[config.mk]
export PLATFORM = sky130hd
export DESIGN_NAME = bus_arbiter
export DESIGN_NICKNAME = d
export VERILOG_FILES = /design/src/rtl/bus_arbiter_pkg.sv /design/src/rtl/bus_arbiter_rr_priority_select.sv /design/src/rtl/bus_arbiter.sv
export SDC_FILE = /design/constraint.sdc
export NUM_CORES = 1
export LEC_CHECK = 0
export CAP_MARGIN = 25
export CORE_ASPECT_RATIO = 0.5
export CORE_MARGIN = 1.5
export CORE_UTILIZATION = 60
export DETAILED_ROUTE_END_ITERATION = 8
export PLACE_DENSITY = 0.84
export SYNTH_ARGS = -nofsm -noshare
export SYNTH_HDL_FRONTEND = slang
export SYNTH_HIERARCHICAL = 1
export SYNTH_SLANG_ARGS = --single-unit
[constraint.sdc]
create_clock -name clock -period 5.8 [get_ports clock]
set_input_delay 0.58 -clock clock [delete_from_list [all_inputs] [get_ports clock]]
set_output_delay 0.58 -clock clock [all_outputs]
set_load 0.03 [all_outputs]
[src/rtl/bus_arbiter_pkg.sv]
// Shared types and helpers for the round-robin system bus arbiter.
package bus_arbiter_pkg;

  typedef enum logic [1:0] {
    IDLE       = 2'd0,
    GRANT_WAIT = 2'd1,
    ACTIVE     = 2'd2,
    RELEASE    = 2'd3
  } arbState_t;

  // Ceiling log2, never below 1 so index vectors always have a bit.
  function automatic int clog2(input int value);
    int result;
    result = 0;
    while ((1 << result) < value) result++;
    return (result < 1) ? 1 : result;
  endfunction

endpackage

[src/rtl/bus_arbiter_rr_priority_select.sv]
// Combinational round-robin pick: rotate so lastIndex+1 is bit 0,
// take the lowest set bit, rotate the index back.
module rr_priority_select
  import bus_arbiter_pkg::*;
#(
  parameter int NR_OF_MASTERS = 4,
  parameter int IDX_W         = clog2(NR_OF_MASTERS)
) (
  input  logic [NR_OF_MASTERS-1:0] request,
  input  logic [IDX_W-1:0]         lastIndex,
  output logic [NR_OF_MASTERS-1:0] grant,
  output logic [IDX_W-1:0]         grantIndex,
  output logic                     anyRequest
);

  logic [NR_OF_MASTERS-1:0] rotated;
  logic [IDX_W-1:0]         hitPos;

  always_comb begin
    rotated = '0;
    for (int i = 0; i < NR_OF_MASTERS; i++)
      rotated[i] = request[IDX_W'((i + int'(lastIndex) + 1) % NR_OF_MASTERS)];
  end

  // Descending scan so the lowest set bit is the last one written.
  always_comb begin
    hitPos = '0;
    for (int i = NR_OF_MASTERS - 1; i >= 0; i--)
      if (rotated[i]) hitPos = IDX_W'(i);
  end

  always_comb begin
    anyRequest = |request;
    grantIndex = IDX_W'((int'(hitPos) + int'(lastIndex) + 1) % NR_OF_MASTERS);
    grant      = '0;
    if (anyRequest) grant[grantIndex] = 1'b1;
  end

endmodule

[src/rtl/bus_arbiter.sv]
// Round-robin system bus arbiter with registered one-hot grant and a
// shared watchdog that terminates stalled grants and transactions.
module bus_arbiter
  import bus_arbiter_pkg::*;
#(
  parameter int NR_OF_MASTERS       = 4,
  parameter int GRANT_TIMEOUT       = 16,
  parameter int TRANSACTION_TIMEOUT = 4096,
  parameter int IDX_W               = clog2(NR_OF_MASTERS)
) (
  input  logic                     clock,
  input  logic                     reset,
  input  logic [NR_OF_MASTERS-1:0] requestBus,
  output logic [NR_OF_MASTERS-1:0] busGrant,
  input  logic                     beginTransactionIn,
  input  logic                     endTransactionIn,
  input  logic                     busErrorIn,
  output logic                     beginTransactionOut,
  output logic                     endTransactionOut,
  output logic                     busErrorOut,
  output logic [IDX_W-1:0]         activeMaster,
  output logic [7:0]               timeoutCount
);

  localparam int WD_MAX = (GRANT_TIMEOUT > TRANSACTION_TIMEOUT) ? GRANT_TIMEOUT : TRANSACTION_TIMEOUT;
  localparam int WD_W   = clog2(WD_MAX);
  localparam logic [WD_W-1:0] GRANT_LIMIT = WD_W'(GRANT_TIMEOUT - 1);
  localparam logic [WD_W-1:0] TXN_LIMIT   = WD_W'(TRANSACTION_TIMEOUT - 1);

  arbState_t state, stateNext;
  logic [WD_W-1:0]          watchdog;
  logic [NR_OF_MASTERS-1:0] selGrant, grantNext;
  logic [IDX_W-1:0]         selIndex, masterNext;
  logic                     anyRequest, errNext, endNext, timeoutHit;

  // Slave errors are the master's/slave's business; the arbiter only ends on the strobe.
  logic unusedBusError;
  assign unusedBusError = busErrorIn;

  assign beginTransactionOut = 1'b0;

  rr_priority_select #(
    .NR_OF_MASTERS(NR_OF_MASTERS),
    .IDX_W        (IDX_W)
  ) uSelect (
    .request   (requestBus),
    .lastIndex (activeMaster),
    .grant     (selGrant),
    .grantIndex(selIndex),
    .anyRequest(anyRequest)
  );

  always_comb begin
    stateNext  = state;
    grantNext  = busGrant;
    masterNext = activeMaster;
    errNext    = 1'b0;
    endNext    = 1'b0;
    timeoutHit = 1'b0;
    case (state)
      IDLE: begin
        if (anyRequest) begin
          grantNext  = selGrant;
          masterNext = selIndex;
          stateNext  = GRANT_WAIT;
        end
      end
      GRANT_WAIT: begin
        if (beginTransactionIn) begin
          stateNext = ACTIVE;
        end else if (watchdog == GRANT_LIMIT) begin
          errNext    = 1'b1;
          timeoutHit = 1'b1;
          grantNext  = '0;
          stateNext  = RELEASE;
        end
      end
      ACTIVE: begin
        if (endTransactionIn) begin
          grantNext = '0;
          stateNext = RELEASE;
        end else if (watchdog == TXN_LIMIT) begin
          errNext    = 1'b1;
          endNext    = 1'b1;
          timeoutHit = 1'b1;
          grantNext  = '0;
          stateNext  = RELEASE;
        end
      end
      RELEASE: begin
        grantNext = '0;
        stateNext = IDLE;
      end
      default: begin
        grantNext = '0;
        stateNext = IDLE;
      end
    endcase
  end

  always_ff @(posedge clock or posedge reset) begin
    if (reset) begin
      state             <= IDLE;
      busGrant          <= '0;
      activeMaster      <= IDX_W'(NR_OF_MASTERS - 1);
      busErrorOut       <= 1'b0;
      endTransactionOut <= 1'b0;
      timeoutCount      <= '0;
    end else begin
      state             <= stateNext;
      busGrant          <= grantNext;
      activeMaster      <= masterNext;
      busErrorOut       <= errNext;
      endTransactionOut <= endNext;
      if (timeoutHit && timeoutCount != 8'hFF) timeoutCount <= timeoutCount + 8'd1;
    end
  end

  // Cleared on every state change; saturates so a long IDLE never wraps it.
  always_ff @(posedge clock or posedge reset) begin
    if (reset)                   watchdog <= '0;
    else if (stateNext != state) watchdog <= '0;
    else if (watchdog != '1)     watchdog <= watchdog + 1'b1;
  end

endmodule

==> results by group <==
Routing
  • DR vias/cell: 6.386
  • Final wirelength: 4.414 mm
  • DRC: 0
  • Vias: 1737
  • Router iterations before antenna repair: 5
  • Final ANT Viol Nets: 0
  • Drt initial violations: 108
  • WL/cell: 16.23 um

Power and ir drop
  • Pleak: 0.9782 nW
  • Clk pwr share: 19.4%
  • Switching share of power: 42.49%
  • PnR Total Power: 0.9002 mW
  • Reg power frac: 31.1%
  • NetSw: 0.3825 mW
  • Combinational power share: 49.5%
  • Power per Cell Area: 378.7 nW/um2
  • VDD IR max: 201.0 uV
  • P_int: 0.5177 mW

Yosys
  • Dominant synthesized flop cell: dfrtp_1
  • Ys Warns: 6
  • #FFs+latches synth: 30
  • Syn nets: 230
  • Mapped Area: 2081 um2
  • Post-synthesis sequential area ratio: 36.20%
  • Post-synth EDFFs: 0
  • Fraction of registers with async set or reset after synthesis: 100.0%
  • Mapped Cells: 213
  • Yosys cell types: 54
  • Syn Area/Cell: 9.769 um2

Placement
  • Placed cell area: 2286 um2
  • Post-DP HPWL: 3.221 mm
  • GPL Wtd Cong: 0.8168
  • Number of buffers added on ports: 23

Cells and area
  • Fraction of layout cells with a size suffix above 1: 12.07%
  • Area Growth Syn to Fin: 14.25%
  • Finished Cell Area: 2377 um2
  • Ant diodes: 0
  • Final nets: 248
  • Commonest non-fill, non-tap cells in the layout: dfrtp_1 (28), clkdlybuf4s50_1 (23), nor3_1 (16)
  • Commonest non-fill, non-tap cell in the layout: dfrtp_1

Die
  • Core Footprint: 3153 um2
  • DIE HEIGHT: 44.64 um
  • Num rows: 14
  • Starting Density: 65.99%
  • Die area: 3852 um2
  • Die Wd: 86.28 um
  • Ports: 26

STA
  • Max Clk Rate: 0.3744 GHz
  • Fin. Hold Viols: 0
  • Final min period: 2671 ps
  • Final setup vio count: 0
  • Worst-margin pin slew: 1122 ps
  • Max Slew Vio Count: 0
  • Worst Hold Margin: 493.9 ps
  • Fin crit share: 46.05%
  • Final TNS setup: 0 ps
  • RSZ-0062 raised after global routing: false
  • Worst Clk Skew: 3.228 ps
  • Slew HR: 25.17%

Clock tree
  • Clock buffer count from CTS: 5
  • Htree depth: 2
  • # hold bufs at CTS: 0
  • Post-CTS sizing: 0
  • CTS tree: yes
  • CTS sink count: 30
  • Clk slew on worst S/H paths: 60 ps
  • Setup Fix Bufs, Post-CTS: 0
  • Skew-Pair Late Insertion Delay: 290 ps
  • CTS Buffer Depth: 2
  • Root Driver: clkbuf_8

Worst setup path
  • Critical Path AT: 2790 ps
  • CP endpoint kind: register
  • Critical-path top delay cell: a22oi_1
  • R2R Path Start: watchdog[0]
  • CP Cell Sequence: ha_1 > and3_1 > nand4_1 > a22oi_1 > nor4_1
  • Critical path peak fanout: 12
  • CP max stage delay: 920 ps
  • Critical path type: register to register
  • CP Data Required Time: 5920 ps
  • Startpoint class of the critical path: register
  • Worst setup startpoint: watchdog[0]

Worst hold path
  • Hold Path Origin: timeoutCount[6]
  • Worst hold path type: register to register

Global routing
  • GRT Residual Overflow: 0
  • Largest net degree at the start of global routing: 17
  • Overall Global Routing Usage: 25.23%
  • First-pass GRT wire length: 7.182 mm
  • Antenna violations before repair: 0
  • Number of global-route vias before repair: 1550

Job
  • Max-Cap Viols: 0

Status
  • Status: complete, no violations
==> per-stage QoR <==
step / worst slack [ps] / instances / util [%]
floorplan: 3581 / 213 / -
global placement: 2976 / 263 / 72.02
detailed placement: 2902 / 264 / 72.50
CTS: 3196 / 272 / 75.40
global route: 2962 / 272 / 75.40
finish: 3129 / 272 / 75.40
==> sequential cells by signal (all words and copies together), names as in the netlist <==
register,count
busGrant,4
activeMaster,2
endTransactionOut,1
state,2
timeoutCount,8
watchdog,12
busErrorOut,1
==> power by group through the flow <==
stage,combinational [mW],clock [mW],sequential [mW]
3_3_place_gp,0.426,0,0.279
3_5_place_dp,0.441,0,0.282
6_report,0.445,0.175,0.280
5_1_grt,0.497,0.186,0.285
4_1_cts,0.444,0.178,0.279
2_1_floorplan,0.354,0,0.291
==> final cells by class <==
| class | instances | area [um2] |
|---|---|---|
| multi-input cells | 156 | 1185 |
| fillers | 236 | 775.7 |
| flip-flops and latches | 30 | 753.2 |
| repair buffers | 24 | 245.2 |
| clock buffers | 7 | 86.33 |
| inverters | 14 | 52.55 |
| well taps | 40 | 50.05 |
| clock inverters | 1 | 5.005 |
==> cells in the mapped netlist (4+ instances only) <==
library cell	number	area, um2
o211ai_1	4	30.03
and4_1	4	35.03
nand3_1	10	50.05
buf_2	6	30.03
nor3_1	16	80.08
nand4_1	9	56.30
ha_1	8	100.1
nor2b_1	6	37.54
inv_1	14	52.55
a31oi_1	6	37.54
a21oi_1	7	35.03
xor2_1	5	43.79
xnor2_1	10	87.58
o21ai_0	7	35.03
dfrtp_1	28	700.7
nor2_1	7	26.28
and3_1	5	31.28
==> critical path, delay by kind of cell (launching register included) <==
kind | cells | cell delay, ps
DFF | 1 | 410
AOI/OAI and AO/OA | 1 | 920
and+or+nand+nor | 3 | 820
adders and majority gates | 1 | 350
==> path summary, 6_finish.rpt <==
check                           slack, ps         endpoint  depth (start not counted)
worst min-delay path                  490  timeoutCount[6]                          1
min in group asynchronous             680      watchdog[8]                          2
worst min register to register        490  timeoutCount[6]                          1
max in group asynchronous            4510  activeMaster[0]                          3
worst max-delay path                 3130      watchdog[6]                          5
worst max register to register       3130      watchdog[6]                          5
==> routing by layer <==
metal / global-route usage, % / share of wire [%]
met1: 32.23 / 48
met5: 0 / 0
met3: 9.142 / 4.9
met2: 41.42 / 46
met4: 7.097 / 1.0
==> cells by family after synthesis <==
group	after synthesis	share of synthesized area [%]
other	1	0.1802
AND/OR/NAND/NOR	75	23.15
flip-flops	30	36.20
adder cells (fa/ha/maj)	8	4.811
AO/OA/AOI/OAI	53	20.39
multiplexers	4	2.105
XOR/XNOR	15	6.314
buffers and inverters	27	6.855
(Power assumes the default switching activity.)
